`src/rtl/cv32e40x_pkg.sv`:
```
// Shared types for the LSU response path.
// Contents:
//   lsu_size_e        access size encoding (BYTE/HALF/WORD, 2'b11 unused)
//   lsu_split_e       position of a transaction within a misaligned access
//   lsu_trans_info_t  attributes captured when an OBI request is accepted
//   lsu_rsp_t         one finished result handed to write-back
//   lsu_extend()      selects the load width and applies sign/zero extension
package cv32e40x_pkg;

    typedef enum logic [1:0] {
        BYTE = 2'b00,
        HALF = 2'b01,
        WORD = 2'b10
    } lsu_size_e;

    typedef enum logic [1:0] {
        SPLIT_NONE   = 2'b00,
        SPLIT_FIRST  = 2'b01,
        SPLIT_SECOND = 2'b10
    } lsu_split_e;

    typedef struct packed {
        logic       we;
        lsu_size_e  size;
        logic       sext;
        logic [1:0] offset;
        lsu_split_e split;
    } lsu_trans_info_t;

    typedef struct packed {
        logic [31:0] rdata;
        logic        err;
    } lsu_rsp_t;

    // Data is already shifted so the addressed byte sits in bits [7:0].
    function automatic logic [31:0] lsu_extend(input logic [31:0] data,
                                               input lsu_size_e   size,
                                               input logic        sext);
        logic [31:0] result;
        case (size)
            BYTE:    result = {{24{sext & data[7]}}, data[7:0]};
            HALF:    result = {{16{sext & data[15]}}, data[15:0]};
            WORD:    result = data;
            default: result = data;
        endcase
        return result;
    endfunction

endpackage

```
`src/rtl/cv32e40x_ff_fifo.sv`:
```
// Flip-flop based FIFO, generic over depth and entry type.
// Ports:
//   clk, rst    clock, asynchronous active-high reset
//   push        write push_data at the tail (ignored when full and not popping)
//   push_data   entry to write
//   pop         drop the head entry (ignored when empty)
//   head        current head entry, straight from storage flops
//   count       number of stored entries (0..DEPTH)
module cv32e40x_ff_fifo #(
    parameter int  DEPTH  = 2,
    parameter type data_t = logic [7:0]
) (
    input  logic                         clk,
    input  logic                         rst,
    input  logic                         push,
    input  data_t                        push_data,
    input  logic                         pop,
    output data_t                        head,
    output logic [$clog2(DEPTH+1)-1:0]   count
);

    localparam int PW = $clog2(DEPTH);
    localparam int CW = $clog2(DEPTH + 1);
    localparam logic [PW-1:0] LAST_PTR  = PW'(DEPTH - 1);
    localparam logic [PW-1:0] PTR_ONE   = PW'(1);
    localparam logic [CW-1:0] CNT_ONE   = CW'(1);
    localparam logic [CW-1:0] DEPTH_CNT = CW'(DEPTH);

    data_t          mem_r [DEPTH];
    logic [PW-1:0]  wptr_r;
    logic [PW-1:0]  rptr_r;
    logic [CW-1:0]  count_r;
    logic           push_ok_s;
    logic           pop_ok_s;

    // Pointers wrap at DEPTH, which need not be a power of two.
    function automatic logic [PW-1:0] next_ptr(input logic [PW-1:0] p);
        return (p == LAST_PTR) ? {PW{1'b0}} : p + PTR_ONE;
    endfunction

    // Qualify requests against the current fill level.
    always_comb begin
        pop_ok_s  = pop && (count_r != {CW{1'b0}});
        push_ok_s = push && ((count_r != DEPTH_CNT) || pop_ok_s);
    end

    // Storage, pointers and fill count.
    always_ff @(posedge clk or posedge rst) begin
        if (rst) begin
            wptr_r  <= {PW{1'b0}};
            rptr_r  <= {PW{1'b0}};
            count_r <= {CW{1'b0}};
            for (int i = 0; i < DEPTH; i++) begin
                mem_r[i] <= '0;
            end
        end else begin
            if (push_ok_s) begin
                mem_r[wptr_r] <= push_data;
                wptr_r        <= next_ptr(wptr_r);
            end
            if (pop_ok_s) begin
                rptr_r <= next_ptr(rptr_r);
            end
            case ({push_ok_s, pop_ok_s})
                2'b10:   count_r <= count_r + CNT_ONE;
                2'b01:   count_r <= count_r - CNT_ONE;
                default: count_r <= count_r;
            endcase
        end
    end

    assign head  = mem_r[rptr_r];
    assign count = count_r;

endmodule

```
`src/rtl/cv32e40x_lsu_rsp_align.sv`:
```
// LSU response aligner in front of write-back.
// Captures per-transaction attributes at OBI request acceptance, pairs them
// in order with OBI responses, merges the halves of misaligned loads, aligns
// and extends load data, and buffers one result per instruction for WB.
// Ports:
//   clk, rst         clock, asynchronous active-high reset
//   trans_*          attributes of an OBI request accepted this cycle
//   trans_ready_o    credit available; EX must not issue while low
//   resp_*           OBI rvalid / rdata / err (cannot be back-pressured)
//   lsu_valid_o/lsu_ready_i  result handshake towards WB
//   lsu_rdata_o      aligned, extended load data (0 for stores)
//   lsu_err_o        bus error, ORed over both halves of a split access
module cv32e40x_lsu_rsp_align
    import cv32e40x_pkg::*;
#(
    parameter int DEPTH = 2
) (
    input  logic        clk,
    input  logic        rst,
    input  logic        trans_valid_i,
    output logic        trans_ready_o,
    input  logic        trans_we_i,
    input  logic [1:0]  trans_size_i,
    input  logic        trans_sext_i,
    input  logic [1:0]  trans_offset_i,
    input  logic [1:0]  trans_split_i,
    input  logic        resp_valid_i,
    input  logic [31:0] resp_rdata_i,
    input  logic        resp_err_i,
    output logic        lsu_valid_o,
    input  logic        lsu_ready_i,
    output logic [31:0] lsu_rdata_o,
    output logic        lsu_err_o
);

    localparam int CW = $clog2(DEPTH + 1);
    localparam logic [CW:0] CREDIT_MAX = (CW + 1)'(DEPTH);

    lsu_trans_info_t info_push_data_s;
    lsu_trans_info_t info_head_s;
    logic [CW-1:0]   info_cnt_s;
    logic            info_pop_s;

    lsu_rsp_t        res_push_data_s;
    lsu_rsp_t        res_head_s;
    logic [CW-1:0]   res_cnt_s;
    logic            res_push_s;
    logic            res_pop_s;

    logic [31:0]     hold_data_r;
    logic            hold_err_r;
    logic            hold_valid_r;

    logic [4:0]      shift_lo_s;
    logic [5:0]      shift_hi_s;
    logic [31:0]     aligned_s;
    logic [31:0]     merged_s;
    logic            merged_err_s;
    logic [CW:0]     credit_used_s;

    // Pack request attributes for the info FIFO.
    always_comb begin
        info_push_data_s        = '0;
        info_push_data_s.we     = trans_we_i;
        info_push_data_s.size   = lsu_size_e'(trans_size_i);
        info_push_data_s.sext   = trans_sext_i;
        info_push_data_s.offset = trans_offset_i;
        info_push_data_s.split  = lsu_split_e'(trans_split_i);
    end

    cv32e40x_ff_fifo #(
        .DEPTH  (DEPTH),
        .data_t (lsu_trans_info_t)
    ) u_info_fifo (
        .clk       (clk),
        .rst       (rst),
        .push      (trans_valid_i),
        .push_data (info_push_data_s),
        .pop       (info_pop_s),
        .head      (info_head_s),
        .count     (info_cnt_s)
    );

    // Align the response against the head transaction and build the result.
    // A second half brings the upper bytes: they land above the bytes that
    // the first half contributed, i.e. at bit 8*(4-offset).
    always_comb begin
        info_pop_s      = resp_valid_i && (info_cnt_s != {CW{1'b0}});
        shift_lo_s      = {info_head_s.offset, 3'b000};
        shift_hi_s      = 6'd32 - {1'b0, info_head_s.offset, 3'b000};
        aligned_s       = resp_rdata_i >> shift_lo_s;
        res_push_data_s = '0;
        if (info_head_s.split == SPLIT_SECOND) begin
            // Without a captured first half there is nothing valid to merge.
            merged_s     = (hold_valid_r ? hold_data_r : 32'd0) | (resp_rdata_i << shift_hi_s);
            merged_err_s = (hold_valid_r & hold_err_r) | resp_err_i;
        end else begin
            merged_s     = aligned_s;
            merged_err_s = resp_err_i;
        end
        if (info_head_s.we) begin
            res_push_data_s.rdata = 32'd0;
        end else begin
            res_push_data_s.rdata = lsu_extend(merged_s, info_head_s.size, info_head_s.sext);
        end
        res_push_data_s.err = merged_err_s;
        res_push_s = info_pop_s && (info_head_s.split != SPLIT_FIRST);
    end

    // First-half capture register for split accesses.
    always_ff @(posedge clk or posedge rst) begin
        if (rst) begin
            hold_data_r  <= 32'd0;
            hold_err_r   <= 1'b0;
            hold_valid_r <= 1'b0;
        end else if (info_pop_s) begin
            if (info_head_s.split == SPLIT_FIRST) begin
                hold_data_r  <= aligned_s;
                hold_err_r   <= resp_err_i;
                hold_valid_r <= 1'b1;
            end else if (info_head_s.split == SPLIT_SECOND) begin
                hold_valid_r <= 1'b0;
            end
        end
    end

    cv32e40x_ff_fifo #(
        .DEPTH  (DEPTH),
        .data_t (lsu_rsp_t)
    ) u_res_fifo (
        .clk       (clk),
        .rst       (rst),
        .push      (res_push_s),
        .push_data (res_push_data_s),
        .pop       (res_pop_s),
        .head      (res_head_s),
        .count     (res_cnt_s)
    );

    // WB outputs come from the result FIFO head flops and registered count;
    // an issued transaction holds its credit until its result leaves, so a
    // response always finds a free result slot.
    always_comb begin
        credit_used_s = {1'b0, info_cnt_s} + {1'b0, res_cnt_s};
        trans_ready_o = (credit_used_s < CREDIT_MAX);
        lsu_valid_o   = (res_cnt_s != {CW{1'b0}});
        res_pop_s     = lsu_valid_o && lsu_ready_i;
        if (lsu_valid_o) begin
            lsu_rdata_o = res_head_s.rdata;
            lsu_err_o   = res_head_s.err;
        end else begin
            lsu_rdata_o = 32'd0;
            lsu_err_o   = 1'b0;
        end
    end

endmodule

```
`config.mk`:
```
export PLATFORM = sky130hd
export DESIGN_NAME = cv32e40x_lsu_rsp_align
export DESIGN_NICKNAME = d
export VERILOG_FILES = /design/src/rtl/cv32e40x_pkg.sv /design/src/rtl/cv32e40x_ff_fifo.sv /design/src/rtl/cv32e40x_lsu_rsp_align.sv
export SDC_FILE = /design/constraint.sdc
export NUM_CORES = 1
export LEC_CHECK = 0
export CAP_MARGIN = 40
export CELL_PAD_IN_SITES_DETAIL_PLACEMENT = 0
export CELL_PAD_IN_SITES_GLOBAL_PLACEMENT = 1
export CORE_UTILIZATION = 45
export DETAILED_ROUTE_END_ITERATION = 10
export HOLD_SLACK_MARGIN = 0.08
export PLACE_DENSITY = 0.87
export REMOVE_ABC_BUFFERS = 1
export SYNTH_ARGS = -nofsm -noshare
export SYNTH_HDL_FRONTEND = slang
export SYNTH_SLANG_ARGS = --single-unit
```
`constraint.sdc`:
```
create_clock -name clk -period 6.4 [get_ports clk]
set_input_delay 1.28 -clock clk [delete_from_list [all_inputs] [get_ports clk]]
set_output_delay 1.28 -clock clk [all_outputs]
set_load 0.05 [all_outputs]
```
==> metrics.yaml <==
outcome:
  status: "complete, no violations"
synthesis:
  ys_warn_count: 0
  synth_edf_count: 0
  yosys-top-cells-area: "dfrtp_1 (44%), mux2i_1 (11%), nand2_1 (6.7%)"
  yosys_most_used_dff: "dfrtp_1"
  async_flop_share: 1.000
  ys_types: 48
  postSynthCellCount: 774
  synth_top_cell_by_area: "dfrtp_1"
  seq_area_frac_synth: 0.4362
  ys_ff_latch: 124
  synth_top_area_share: 0.4362
  avgSynthCellArea_um2: 9.192
  synth_area_um2: 7114
worst_setup_path:
  cp.required_ns: 6.72
  crit_fanout: 69
  path_cells: "mux2_4, inv_2, ha_1, nor2_1, a32o_1, a22o_1, a31oi_4, buf_8, a31oi_1"
  endpoint_kind: "flop"
  cp.arrival_ns: 4.92
  cpPeakStageDelay_ns: 0.79
  crit_path_top_delay_cell: "mux2_4"
  startpoint: "u_info_fifo.rptr_r"
  cp-start-kind: "flop"
  r2r_start: "u_info_fifo.rptr_r"
  critPathKind: "flop to flop"
clock_network:
  cts_tree: "built"
  clkLatencyLatePin_ns: 0.42
  cts_hold_buffers: 0
  ctsResizeCount: 0
  post_cts_buffers: 0
  clk_pin_slew_ns: 0.06
  numCtsBuffers: 17
  htreeDepth: 4
  clock_sinks: 124
  root_buffer: "clkbuf_16"
  cts_buffer_depth: 2
cells_and_area:
  nNetsFinal: 873
  drive_above_1_share: 0.1127
  num_antenna_cells: 0
  fillers: 1346
  syn_to_final_growth_pct: 21.67
sta:
  hold_violations: 0
  slew_headroom: 0.3980
  post-route-period-util: 0.7174
  skew_ns: 0.007129
  setup_tns_ns: 0
  setup_violations: 0
  period_needed_ns: 4.591
  tightest_slew_ns: 0.8997
  drv_slew: 0
  fmax_mhz: 217.8
  rsz0062_at_grt: "false"
detailed_routing:
  ant_nets: 0
  viasPerCell: 5.898
  wl_per_cell_um: 18.74
  wl_um: 19580
  drtIter0Drc: 466
  drc_errors: 0
  drt_first_pass_iters: 5
  vias: 6163
global_route:
  grt_pass1_vias: 5916
  grt_max_degree: 70
  gr-usage-met2: 0.4006
  grt_pass1_wl_um: 31670
  grt-ovfl-total: 0
  met1_usage: 0.3434
  grt_busiest_layer: "met2"
  grt_util_all_layers: 0.2533
  grt.met3_usage: 0.04257
  antenna_found_initial: 0
placed_design:
  gp_congestion: 0.8428
  place_hpwl_um: 12810
  io_buffers: 80
floorplan:
  num_rows: 45
  die-area_um2: 16320
  die_h_um: 127.7
  start_util: 0.4645
  die_w_um: 127.7
  io_pins: 81
  core-area_um2: 15310
job:
  maxCapViolations: 0
min_path:
  worstHoldStart: "u_res_fifo.mem_r[2]"
  hold_class: "flop to flop"
registers in the layout (all words and copies together) (netlist names):
signal and flops:
u_res_fifo.mem_r 66, hold_data_r 32, u_info_fifo.mem_r 16, u_info_fifo.count 2
u_res_fifo.count 2, hold_err_r 1, hold_valid_r 1, u_info_fifo.rptr_r 1
u_info_fifo.wptr_r 1, u_res_fifo.rptr_r 1, u_res_fifo.wptr_r 1
layout by cell type (no fill, tap or decap), drive strengths merged, types with 21 or more instances in the layout:
| cell | synthesis | layout |
|---|---|---|
| nand2 | 127 | 127 |
| mux2 | 37 | 37 |
| inv | 21 | 21 |
| o211ai | 23 | 23 |
| o21ai | 83 | 83 |
| a31oi | 44 | 44 |
| clkdlybuf4s50 | 0 | 80 |
| nor2 | 53 | 53 |
| dfrtp | 124 | 124 |
| mux2i | 78 | 78 |
path summary, 6_finish.rpt:
check                                       endpoint  cells past startpoint  slack [ns]
worst max-delay path            u_res_fifo.mem_r[29]                      9        1.81
worst min register to register   u_res_fifo.mem_r[2]                      2        0.48
max in group asynchronous       u_res_fifo.mem_r[29]                      3        3.73
min in group asynchronous       u_res_fifo.mem_r[37]                      2        1.35
worst min-delay path             u_res_fifo.mem_r[2]                      2        0.48
worst max register to register  u_res_fifo.mem_r[29]                      9        1.81
synth_stat cells, drive strengths merged (9+ instances only):
cell type and count:
o21ai 83, clkbuf 50, a21oi 20, inv 21, nand2 127, nand3 12
o311ai 9, a31oi 44, o211ai 23, mux2i 78, nor2 53, buf 15
mux2 37, dfrtp 124, o221ai 14
stage by stage:
step | std cells | instance area [µm²] | util | hold WS, ns | setup slack (ns)
after CTS | 1045 | 8656 | 0.5652 | 0.4819 | 1.872
final | 1045 | 8656 | 0.5652 | 0.4758 | 1.809
after global routing | 1045 | 8656 | 0.5652 | 0.5026 | 1.515
after global placement | 1010 | 8013 | 0.5232 | 0.4608 | 2.039
after floorplan | 709 | 6844 | - | 0.4492 | 1.821
after detailed placement | 1013 | 8063 | 0.5265 | 0.4698 | 1.952
layer usage:
| layer | vias to the layer above | wire [µm] |
|---|---|---|
| li1 | 2886 | - |
| met1 | 2984 | 8690 |
| met2 | 240 | 9070 |
| met3 | 53 | 1190 |
| met4 | 0 | 633 |
| met5 | - | 0 |
kinds of logic after synthesis:
logic type,after synthesis,synth area share
compound gates,222,0.1979
xor+xnor,10,0.01231
fa+ha+maj,6,0.01161
buf+inv,86,0.04907
flops,124,0.4362
mux,116,0.1720
simple gates,210,0.1210
final cells by class:
cell class	instances	area, µm²	area share
multi-input combinational	564	3687	0.4260
sequential	124	3104	0.3586
timing repair buffer	93	925.9	0.1070
clock buffer	20	446.7	0.05160
tap	211	264.0	0.03050
clock inverter	12	146.4	0.01691
inverter	21	81.33	0.009396
worst max-delay path: cells and delay by family (launching register included):
kind                       cells  cell delay, ns
muxes                          1            0.79
and+or+nand+nor                1            0.65
DFF                            1            0.72
adders and majority gates      1            0.46
buffers and inverters          2            0.73
AOI/OAI and AO/OA              4            1.13
Power is left out: the tool's default activity adds up to more than one toggle a clock period on the data nets, which glitch-free logic cannot reach.
